File: config.mk
export PLATFORM = sky130hd
export DESIGN_NAME = led_pattern_controller
export DESIGN_NICKNAME = d
export VERILOG_FILES = /design/src/rtl/led_pattern_controller.sv
export SDC_FILE = /design/constraint.sdc
export NUM_CORES = 1
export LEC_CHECK = 0
export CAP_MARGIN = 5
export CORE_MARGIN = 1.5
export CORE_UTILIZATION = 45
export CTS_CLUSTER_DIAMETER = 100
export DETAILED_ROUTE_END_ITERATION = 10
export GPL_TIMING_DRIVEN = 0
export PLACE_DENSITY = 0.71
export SLEW_MARGIN = 10
export SYNTH_ARGS = -nofsm -noshare
export SYNTH_HDL_FRONTEND = slang
export SYNTH_SLANG_ARGS = --single-unit
File: constraint.sdc
create_clock -name clk -period 4.9 [get_ports clk]
set_input_delay 0.98 -clock clk [delete_from_list [all_inputs] [get_ports clk]]
set_output_delay 0.98 -clock clk [all_outputs]
set_load 0.02 [all_outputs]
File: src/rtl/led_pattern_controller.sv
// led_pattern_controller: debounced run/mode buttons driving a stepped 8-bit LED pattern FSM
module led_pattern_controller #(
    parameter int TICK_DIV  = 100000000,
    parameter int DB_CYCLES = 1000000
) (
    input  logic       clk,
    input  logic       rst,
    input  logic       btn_run,
    input  logic       btn_mode,
    input  logic [1:0] speed,
    output logic [7:0] led,
    output logic [1:0] state,
    output logic [1:0] mode
);
    typedef enum logic [1:0] {IDLE = 2'b00, RUN = 2'b01, PAUSE = 2'b10} state_t;
    localparam logic [31:0] TD      = 32'(TICK_DIV);
    localparam logic [31:0] DB_LAST = 32'(DB_CYCLES - 1);
    logic [1:0]  w_btn;
    logic [1:0]  r_s1, r_s2, r_db, r_db_q;
    logic [31:0] r_dbc [2];
    logic [1:0]  w_press;
    logic [31:0] w_shift, w_period;
    state_t      r_state, w_state_nx;
    logic [1:0]  r_mode, w_mode_nx;
    logic [7:0]  r_led, w_led_nx, w_seed, w_stepped;
    logic        r_dir, w_dir_nx, w_dir_stepped;
    logic [31:0] r_cnt, w_cnt_nx;
    logic        w_step;
    assign w_btn     = {btn_mode, btn_run};
    assign w_press   = r_db & ~r_db_q;
    assign w_shift   = TD >> speed;
    assign w_period  = (w_shift == 32'd0) ? 32'd1 : w_shift;
    assign w_mode_nx = r_mode + {1'b0, w_press[1]};
    assign w_seed    = (w_mode_nx == 2'd1) ? 8'h80 : 8'h01;
    assign w_step    = (r_state == RUN) && (r_cnt == w_period - 32'd1);
    assign led       = r_led;
    assign state     = r_state;
    assign mode      = r_mode;
    // synchronize each button, accept a new level only after DB_CYCLES disagreeing samples in a row
    always_ff @(posedge clk) begin
        if (rst) begin
            r_s1   <= '0;
            r_s2   <= '0;
            r_db   <= '0;
            r_db_q <= '0;
            for (int i = 0; i < 2; i++) r_dbc[i] <= '0;
        end else begin
            r_s1   <= w_btn;
            r_s2   <= r_s1;
            r_db_q <= r_db;
            for (int i = 0; i < 2; i++) begin
                if (r_s2[i] == r_db[i]) r_dbc[i] <= '0;
                else if (r_dbc[i] >= DB_LAST) begin
                    r_db[i]  <= r_s2[i];
                    r_dbc[i] <= '0;
                end else r_dbc[i] <= r_dbc[i] + 32'd1;
            end
        end
    end
    // one-step advance of the pattern in the current mode (dir 1 = moving right)
    always_comb begin
        w_dir_stepped = r_dir;
        w_stepped     = 8'h00;
        if (r_mode != 2'd3 && r_led == 8'h00) begin
            w_stepped     = (r_mode == 2'd1) ? 8'h80 : 8'h01;
            w_dir_stepped = 1'b0;
        end else if (r_mode == 2'd0) w_stepped = {r_led[6:0], r_led[7]};
        else if (r_mode == 2'd1) w_stepped = {r_led[0], r_led[7:1]};
        else if (r_mode == 2'd2) begin
            w_stepped     = r_dir ? {1'b0, r_led[7:1]} : {r_led[6:0], 1'b0};
            w_dir_stepped = r_dir ? (w_stepped != 8'h01) : (w_stepped == 8'h80);
        end else w_stepped = (r_led == 8'hFF) ? 8'h00 : {r_led[6:0], 1'b1};
    end
    // next state, step counter and LED; seed loads from run/mode presses override a step
    always_comb begin
        w_state_nx = r_state;
        w_led_nx   = r_led;
        w_dir_nx   = r_dir;
        w_cnt_nx   = r_cnt;
        if (w_press[0]) w_state_nx = (r_state == RUN) ? PAUSE : RUN;
        if (r_state == RUN) w_cnt_nx = (r_cnt >= w_period - 32'd1) ? 32'd0 : r_cnt + 32'd1;
        else if (r_state == PAUSE && r_cnt >= w_period) w_cnt_nx = 32'd0;
        if (w_step) begin
            w_led_nx = w_stepped;
            w_dir_nx = w_dir_stepped;
        end
        if (r_state == IDLE) begin
            w_cnt_nx = 32'd0;
            w_dir_nx = 1'b0;
            w_led_nx = w_press[0] ? w_seed : 8'h00;
        end else if (w_press[1]) begin
            w_led_nx = w_seed;
            w_dir_nx = 1'b0;
            w_cnt_nx = 32'd0;
        end
    end
    // state, mode and pattern registers
    always_ff @(posedge clk) begin
        if (rst) begin
            r_state <= IDLE;
            r_mode  <= 2'd0;
            r_led   <= 8'h00;
            r_dir   <= 1'b0;
            r_cnt   <= 32'd0;
        end else begin
            r_state <= w_state_nx;
            r_mode  <= w_mode_nx;
            r_led   <= w_led_nx;
            r_dir   <= w_dir_nx;
            r_cnt   <= w_cnt_nx;
        end
    end
endmodule

==> results of run 1 <==
## layer usage
metal,up-vias,share of wire [%],global-route usage [%],wire (um)
li1,2611,-,-,-
met1,2496,45,24.60,6190
met2,150,48,31.81,6559
met3,21,5.9,5.576,811
met4,0,1.5,7.340,204
met5,-,0,0,0
## final cells by class
type                            instances  area, um^2
Inverter                               39       146.4
Buffer                                 23       100.1
Clock buffer                           17       425.4
Tap cell                              180       225.2
Timing Repair Buffer                   17       170.2
Sequential cell                       117        2983
Fill cell                            1227        6155
Clock inverter                         15       187.7
Multi-Input combinational cell        577        3542
## placed cells by master, fill, tap and decap left out, types with 9 or more instances in the layout
cell type and instances:
nand4_1 28, xnor2_1 22, nand3_1 32, clkbuf_1 16
nor4_1 13, ha_1 34, a21oi_1 18, o21ai_0 14
nor3_1 13, and2_1 12, xor2_1 25, conb_1 90
dfxtp_1 53, nor2b_1 14, nand2_1 44, and3_1 14
nor2_1 87, clkdlybuf4s50_1 17, clkbuf_16 17, inv_1 39
edfxtp_1 64, o2bb2ai_1 9
## flip-flops by register name, indices dropped and copies added, names as in the netlist
register,flops
r_dbc,64
r_cnt,32
led,8
mode,2
r_db,2
r_db_q,2
r_s1,2
r_s2,2
state,2
r_dir,1
## power by group
group	total (mW)	switching [mW]	internal, mW
Sequential	1.09	0.0197	1.07
Combinational	0.0924	0.0584	0.0340
Clock	1.28	0.434	0.842
## cells by family after synthesis
kind of cell               after synthesis  synth area share [%]
xor gates and xnor gates                47                 6.391
and+or+nand+nor                        284                 22.57
other                                    2                0.1166
muxes                                    5                0.7964
buffers and inverters                   62                 3.827
AOI/OAI and AO/OA                      117                 13.38
DFF                                    117                 46.31
adders and majority gates               34                 6.605
## metrics by stage
step                      instances  hold slack, ps
after floorplan                 756           413.8
after global placement          953           425.5
after detailed placement        953           426.5
after CTS                       985           439.2
after global routing            985           451.7
final                           985           439.1
## critical path: stages
cell             delay, ps
clkdlybuf4s50_1        510
inv_1                  120
nand2_1                110
inv_1                   80
ha_1                   300
nand4_1                230
nor3_1                 500
o31ai_1                150
a31o_2                 280
nand3_1                190
buf_1                  520
mux2i_1                150
## final timing paths
check	startpoint	slack [ps]	to
setup reg to reg	r_cnt[23]	2010	r_cnt[0]
hold reg to reg	r_s1[1]	440	r_s2[1]
setup / recovery	speed[0]	1040	r_cnt[0]
hold / removal	r_s1[1]	440	r_s2[1]
==> impl_metrics.json, run 1 <==
{
  "start_util_pct": 46.22,
  "cts_root_buffer": "clkbuf_16",
  "drtIter0Drc": 367,
  "area_growth_pct": 20.78,
  "grt_usage_pct": 19.52,
  "synth_edf_count": 64,
  "power_leakage_nw": 3.031,
  "grt_overflow": 0,
  "power.density_nw_per_um2": 315.6,
  "path_clk_slew_ps": 50,
  "finClkSkew_ps": 7.551,
  "dp_slack_ps": 662.4,
  "synth_cell_types": 61,
  "hold_violations": 0,
  "final_nets": 832,
  "cts_tree": "built",
  "clk_path_buf_depth": 2,
  "fin_crit_ps": 3859,
  "io_buffers": 17,
  "status": "finished, final reports clean",
  "place.gp.congestion": 0.8224,
  "chipWidth_um": 122.6,
  "cts_buffers": 17,
  "drv_slew": 0,
  "ys_ff_latch": 117,
  "cts-resized-gates": 0,
  "yosys_most_used_dff": "edfxtp_1",
  "crit_required_ps": 5170,
  "grt_pass1_wl_um": 22800,
  "postLayoutSetupSlackWorst_ps": 1041,
  "power_mw": 2.456,
  "slew_headroom_pct": 47.66,
  "syn_inst": 668,
  "worstMarginPinSlew_ps": 783.0,
  "clk_latency_ps": 420,
  "fin_crit_sh_pct": 78.75,
  "antenna_found_initial": 0,
  "setup_tns_ps": 0,
  "endpoint_kind": "register",
  "crit_arrival_ps": 4130,
  "synth_area_leader_cell": "edfxtp_1",
  "synth.most_common_cell": "nor2_1",
  "r2r_cells": 8,
  "yosysWarnings": 0,
  "post_cts_buffers": 0,
  "synth-seq-area-share_pct": 46.31,
  "row_count": 43,
  "synth_top_area_share_pct": 29.84,
  "syn-cell-area_um2": 6441,
  "cts_max_level": 4,
  "ios": 18,
  "wl_per_cell_um": 13.98,
  "grt_max_degree": 17,
  "min_path_cells": 1,
  "finalSetupViolations": 0,
  "path_class": "primary input to register",
  "grt_pass1_vias": 5049,
  "route.vias.total": 5278,
  "clock_sinks": 117,
  "avgSynthCellArea_um2": 9.642,
  "drive_gt1_share_pct": 6.211,
  "vdd.ir_drop.worst_mv": 0.2451,
  "hold_class": "register to register",
  "synth_common_cells": "nor2_1 (87), edfxtp_1 (64), dfxtp_1 (53)",
  "hold_buffers": 0,
  "hpwl_um": 10090,
  "fin_util_pct": 55.83,
  "rsz0062_at_grt": "false",
  "routed_wl_um": 13770,
  "synth.area.top_cells": "edfxtp_1 (30%), dfxtp_1 (16%), ha_1 (6.6%)",
  "critPathLaunchType": "primary input",
  "vias_per_cell": 5.358,
  "drc": 0,
  "placed_area_um2": 7167,
  "worstPathMaxFanout": 10,
  "drt-pass1-iter-count": 5,
  "max_freq_ghz": 0.2592,
  "diodes": 0,
  "ant_nets": 0,
  "async_flop_share_pct": 0,
  "cap_viol_max_count": 0,
  "final_area_um2": 7780,
  "die_area_um2": 15040,
  "die_h_um": 122.6,
  "core_um2": 13930
}
(Power assumes the default switching activity.)
==> run 2: changes to the inputs <==
- PLACE_DENSITY: 0.71 -> 0.74
- clock period: 4.9 -> 3.1 ns (I/O delays scaled with it)
==> run 2 against run 1 <==
Die area stayed put. First-iteration DRC count is 5.4% higher. Critical path type unchanged. Largest cell class unchanged. Clock skew is 2.8 ps higher. Sequential power is 58% higher. Core utilization is 0.31 points higher. Via count is 2.0% lower. Sequential cell count stayed put. Sequential share of layout area is 0.21 points lower. Combinational power is 60% higher. Cell area is 0.55% higher.
==> impl_metrics.json, run 2 (synthesis results as in run 1) <==
{
  "status": "finished, final reports clean",
  "multi_input_area_um2": 3606,
  "chipWidth_um": 122.6,
  "crit_arrival_ps": 3330,
  "wl_per_cell_um": 13.35,
  "power.density_nw_per_um2": 471.7,
  "diodes": 0,
  "drv_slew": 0,
  "fin_crit_ps": 2986,
  "worstPathMaxFanout": 10,
  "grt_max_degree": 17,
  "clk_latency_ps": 420,
  "path_class": "primary input to register",
  "n_fill_cell": 1168,
  "whs_ps": 437.9,
  "die_h_um": 122.6,
  "slew_headroom_pct": 40.03,
  "antenna_found_initial": 0,
  "start_util_pct": 46.22,
  "grt_pass1_wl_um": 22490,
  "vias_per_cell": 5.235,
  "io_buffers": 17,
  "power_leakage_nw": 3.050,
  "hold_violations": 0,
  "grt_pass1_vias": 4844,
  "core_um2": 13930,
  "final_common_cell": "conb_1",
  "drc": 0,
  "grt_usage_pct": 19.21,
  "row_count": 43,
  "ios": 18,
  "clk_path_buf_depth": 2,
  "cts_root_buffer": "clkbuf_16",
  "place.gp.congestion": 0.8681,
  "power_mw": 3.690,
  "grt_overflow": 0,
  "vdd.ir_drop.worst_mv": 0.4359,
  "die_area_um2": 15040,
  "endpoint_kind": "register",
  "cts_tree": "built",
  "path_clk_slew_ps": 60,
  "fin_crit_sh_pct": 96.31,
  "hold_buffers": 0,
  "clock_sinks": 117,
  "top_register": "r_dbc",
  "crit_required_ps": 3440,
  "critPathLaunchType": "primary input",
  "drt-pass1-iter-count": 4,
  "dp_slack_ps": -824.4,
  "hold_class": "register to register",
  "routed_wl_um": 13190,
  "cap_viol_max_count": 0,
  "finalSetupViolations": 0,
  "worstMarginPinSlew_ps": 897.2,
  "cts_max_level": 4,
  "drtIter0Drc": 387,
  "final_nets": 835,
  "ff_latch_area_um2": 2983,
  "postLayoutSetupSlackWorst_ps": 114.3,
  "finClkSkew_ps": 10.33,
  "largest_reg_flops": 64,
  "final_cell_mix": "conb_1 (90), nor2_1 (86), edfxtp_1 (64), dfxtp_1 (53), nand2_1 (43)",
  "route.vias.total": 5172,
  "max_freq_ghz": 0.3349,
  "ant_nets": 0,
  "drive_gt1_share_pct": 8.416,
  "cts_buffers": 17,
  "area_growth_pct": 21.45,
  "hpwl_um": 9354
}
-- run 2: changes by cell type in the layout (fill, tap and decap cells not counted), moves of 2 or more --
| cell | delta |
|---|---|
| buf_6 | +2 |
| inv_6 | +4 |
| buf_1 | -2 |
| clkbuf_1 | -2 |
| buf_4 | +2 |
| bufinv_16 | -3 |
| nor3_1 | -2 |
| clkbuf_2 | +3 |
-- run 2: final timing paths --
check | to | cells past startpoint | start | slack, ps
max reg2reg | r_cnt[26] | 6 | r_cnt[11] | 530
min reg2reg | r_s2[0] | 1 | r_s1[0] | 440
min | r_s2[0] | 1 | r_s1[0] | 440
max | r_cnt[26] | 12 | speed[0] | 110
-- run 2: report_power, final --
group | total [mW] | switching, mW | internal (mW)
registers | 1.72 | 0.0313 | 1.69
clock network | 1.82 | 0.722 | 1.10
logic | 0.148 | 0.0933 | 0.0552
-- run 2: metrics by stage --
stage / cell area, um^2 / TNS, ps / util, % / cells
after floorplan: 6771 / 0 / - / 756
after global placement: 7167 / -19280 / 51.43 / 953
after detailed placement: 7167 / -21080 / 51.43 / 953
after CTS: 7775 / 0 / 55.80 / 987
after global routing: 7823 / -2.924 / 56.14 / 988
final: 7823 / 0 / 56.14 / 988
-- run 2: layout make-up --
type	count	area share (%)
clock buffers	17	5.438
multi-input cells	577	46.10
plain buffers	23	1.472
well taps	180	2.879
repair buffers	20	2.463
inverters	39	1.871
flip-flops and latches	117	38.13
clock inverters	15	1.647
-- run 2: per-layer routing --
layer	vias to the layer above	GRT usage, %	routed length [um]
met5	-	0	0
li1	2615	-	-
met2	117	30.52	6216
met4	0	6.831	265
met3	26	4.833	567
met1	2414	25.48	6135
-- run 2: worst max-delay path: stages --
cell and delay (ps):
clkdlybuf4s50_1 540, inv_2 100, nor2_2 150, inv_1 90, ha_1 310, and3b_1 190, a211o_1 280, a21o_1 210
a211oi_4 310, nand2_4 150, buf_6 230, o211ai_2 130
-- run 2: timing repair --
| action | 4_1_cts | 5_1_grt |
|---|---|---|
| setup buffers | 2 | 1 |
| gates resized for setup | 10 | 12 |
| pin swaps | 2 | 1 |
| endpoints found under the setup margin | 27 | 31 |
==> run 3: changes to the inputs <==
- ABC_AREA: unset -> 1
- PLACE_DENSITY: 0.74 -> 0.73
- SLEW_MARGIN: 10 -> unset
==> run 3 against run 2 <==
Synthesized cell count grew 52%. Maximum frequency is 6.1% higher. First-iteration DRC count increased by 27%. Largest cell class unchanged. Largest power group unchanged.
==> impl_metrics.json, run 3 <==
{
  "status": "finished, final reports clean",
  "crit_arrival_ps": 3150,
  "top_register": "r_dbc",
  "r2r_cells": 11,
  "yosys_most_used_dff": "edfxtp_1",
  "clk_latency_ps": 420,
  "core_um2": 16470,
  "drive_gt1_share_pct": 7.298,
  "largest_reg_flops": 64,
  "cp_top_family": "buffers and inverters",
  "die_h_um": 132.2,
  "fin_crit_sh_pct": 90.78,
  "area_growth_pct": 18.03,
  "cap_viol_max_count": 0,
  "r2r-end": "r_cnt[27]",
  "critPathMaxStageDelay_ps": 610,
  "synth-seq-area-share_pct": 39.68,
  "r2r_slack_ps": 960,
  "ios": 18,
  "clk_path_buf_depth": 2,
  "fin_crit_ps": 2814,
  "synth_common_cells": "nand2_1 (212), nor2_1 (143), inv_1 (133)",
  "yosysWarnings": 0,
  "hpwl_um": 13170,
  "antenna_found_initial": 0,
  "synth_top_area_share_pct": 25.57,
  "power.density_nw_per_um2": 429.7,
  "rsz0062_at_grt": "false",
  "drc": 0,
  "endpoint_kind": "register",
  "chipWidth_um": 132.2,
  "diodes": 0,
  "route.vias.total": 6786,
  "grt_overflow": 0,
  "fin_util_pct": 53.88,
  "grt_pass1_vias": 6284,
  "synth_cell_types": 49,
  "drv_slew": 0,
  "worstMarginPinSlew_ps": 556.3,
  "synth_area_leader_cell": "edfxtp_1",
  "clock_sinks": 117,
  "grt_max_degree": 17,
  "synth.most_common_cell": "nand2_1",
  "ys_ff_latch": 117,
  "hold_class": "register to register",
  "drt-pass1-iter-count": 5,
  "min_delay_worst_endpoint": "r_s2[1]",
  "r2r-start": "r_cnt[17]",
  "io_buffers": 17,
  "hold_buffers": 0,
  "finClkSkew_ps": 8.982,
  "routed_wl_um": 17130,
  "whs_ps": 407.5,
  "path_clk_slew_ps": 60,
  "power_leakage_nw": 3.830,
  "placed_area_um2": 8293,
  "worstPathMaxFanout": 10,
  "vdd.ir_drop.worst_mv": 0.3915,
  "vias_per_cell": 4.950,
  "final_area_um2": 8872,
  "final_common_cell": "nand2_1",
  "syn_inst": 1014,
  "start_util_pct": 45.65,
  "cts_max_level": 4,
  "cts-resized-gates": 0,
  "synth.area.top_cells": "edfxtp_1 (26%), dfxtp_1 (14%), nand2_1 (11%)",
  "cts_root_buffer": "clkbuf_16",
  "row_count": 47,
  "finalSetupViolations": 0,
  "post_cts_buffers": 0,
  "final_cell_mix": "nand2_1 (212), nor2_1 (142), inv_1 (133), conb_1 (90), nand3_1 (80)",
  "crit_path_start": "speed[0]",
  "syn-cell-area_um2": 7517,
  "hold_violations": 0,
  "final_nets": 1178,
  "crit_required_ps": 3440,
  "slew_headroom_pct": 62.67,
  "synth_edf_count": 64,
  "critPathLaunchType": "primary input",
  "cp_cell_sequence": "clkdlybuf4s50_1 > inv_1 > nor2_1 > inv_1 > ha_1 > nand2_1 > nand2_1 > a21o_1 > a21oi_2 > buf_2 > nand3_1 > a21oi_1",
  "min_path_cells": 2,
  "grt_usage_pct": 20.63,
  "cts_buffers": 17,
  "die_area_um2": 17490,
  "critPathSlowestCell": "clkdlybuf4s50_1",
  "path_class": "primary input to register",
  "max_freq_ghz": 0.3553,
  "ant_nets": 0,
  "hold_path.startpoint": "r_s1[1]",
  "async_flop_share_pct": 0,
  "drtIter0Drc": 493,
  "cp_num_buf_inv": 4,
  "avgSynthCellArea_um2": 7.413,
  "grt_pass1_wl_um": 29060,
  "wl_per_cell_um": 12.49,
  "n_fill_cell": 1623,
  "cts_tree": "built",
  "place.gp.congestion": 1.011
}
==> run 3: changes by cell type after synthesis, sizes merged, moves of 16 or more <==
cell | previous run | this run
o21ai | 20 | 37
nand3 | 33 | 80
nand2 | 45 | 218
nor2 | 87 | 155
inv | 39 | 136
a21oi | 18 | 73
nor3 | 13 | 29
==> run 3: layout make-up <==
type / instances / area (um^2) / share of cell area, %
Buffer: 25 / 155.1 / 1.749
Clock buffer: 19 / 464.2 / 5.232
Clock inverter: 13 / 108.9 / 1.227
Inverter: 138 / 518.0 / 5.838
Multi-Input combinational cell: 822 / 4198 / 47.31
Sequential cell: 117 / 2983 / 33.62
Tap cell: 220 / 275.3 / 3.103
Timing Repair Buffer: 17 / 170.2 / 1.918
==> run 3: layer usage <==
layer	global-route usage (%)	wire length (um)	vias to the layer above
met5	0	0	-
met4	7.875	447	0
met3	4.498	850	37
met2	33.77	8031	171
met1	26.73	7800	3051
li1	-	-	3527
==> run 3: kinds of logic after synthesis <==
group                      synth area share, %
and+or+nand+nor                          31.87
buffers and inverters                    8.955
AOI/OAI and AO/OA                        9.421
DFF                                      39.68
xor gates and xnor gates                 4.311
adders and majority gates                5.659
other                                  0.09990
==> run 3: metrics by stage <==
step	instances	TNS, ps	total power [mW]	setup WS (ps)
finish	1371	0	3.812	285.8
global route	1371	0	3.951	22.94
CTS	1371	0	3.843	191.7
detailed placement	1339	-4947	1.960	-251.5
global placement	1339	-3588	1.955	-214.9
floorplan	1102	0	1.899	868.4
==> run 3: worst max path at each step <==
stage,to,slack (ps),cells after the start
floorplan,r_cnt[28],870,15
global placement,r_cnt[13],-210,12
detailed placement,r_cnt[28],-250,16
CTS,r_cnt[13],190,12
global route,r_cnt[29],20,16
finish,r_cnt[13],290,12
==> run 3: worst min-delay path: stages, from the launching register on <==
cell     delay [ps]
dfxtp_1         290
inv_1            40
nor2_1           30
==> run 3: report_power, final <==
part,total (mW),internal [mW],switching (mW)
Sequential,1.72,1.69,0.0357
Combinational,0.208,0.0692,0.139
Clock,1.88,1.11,0.769
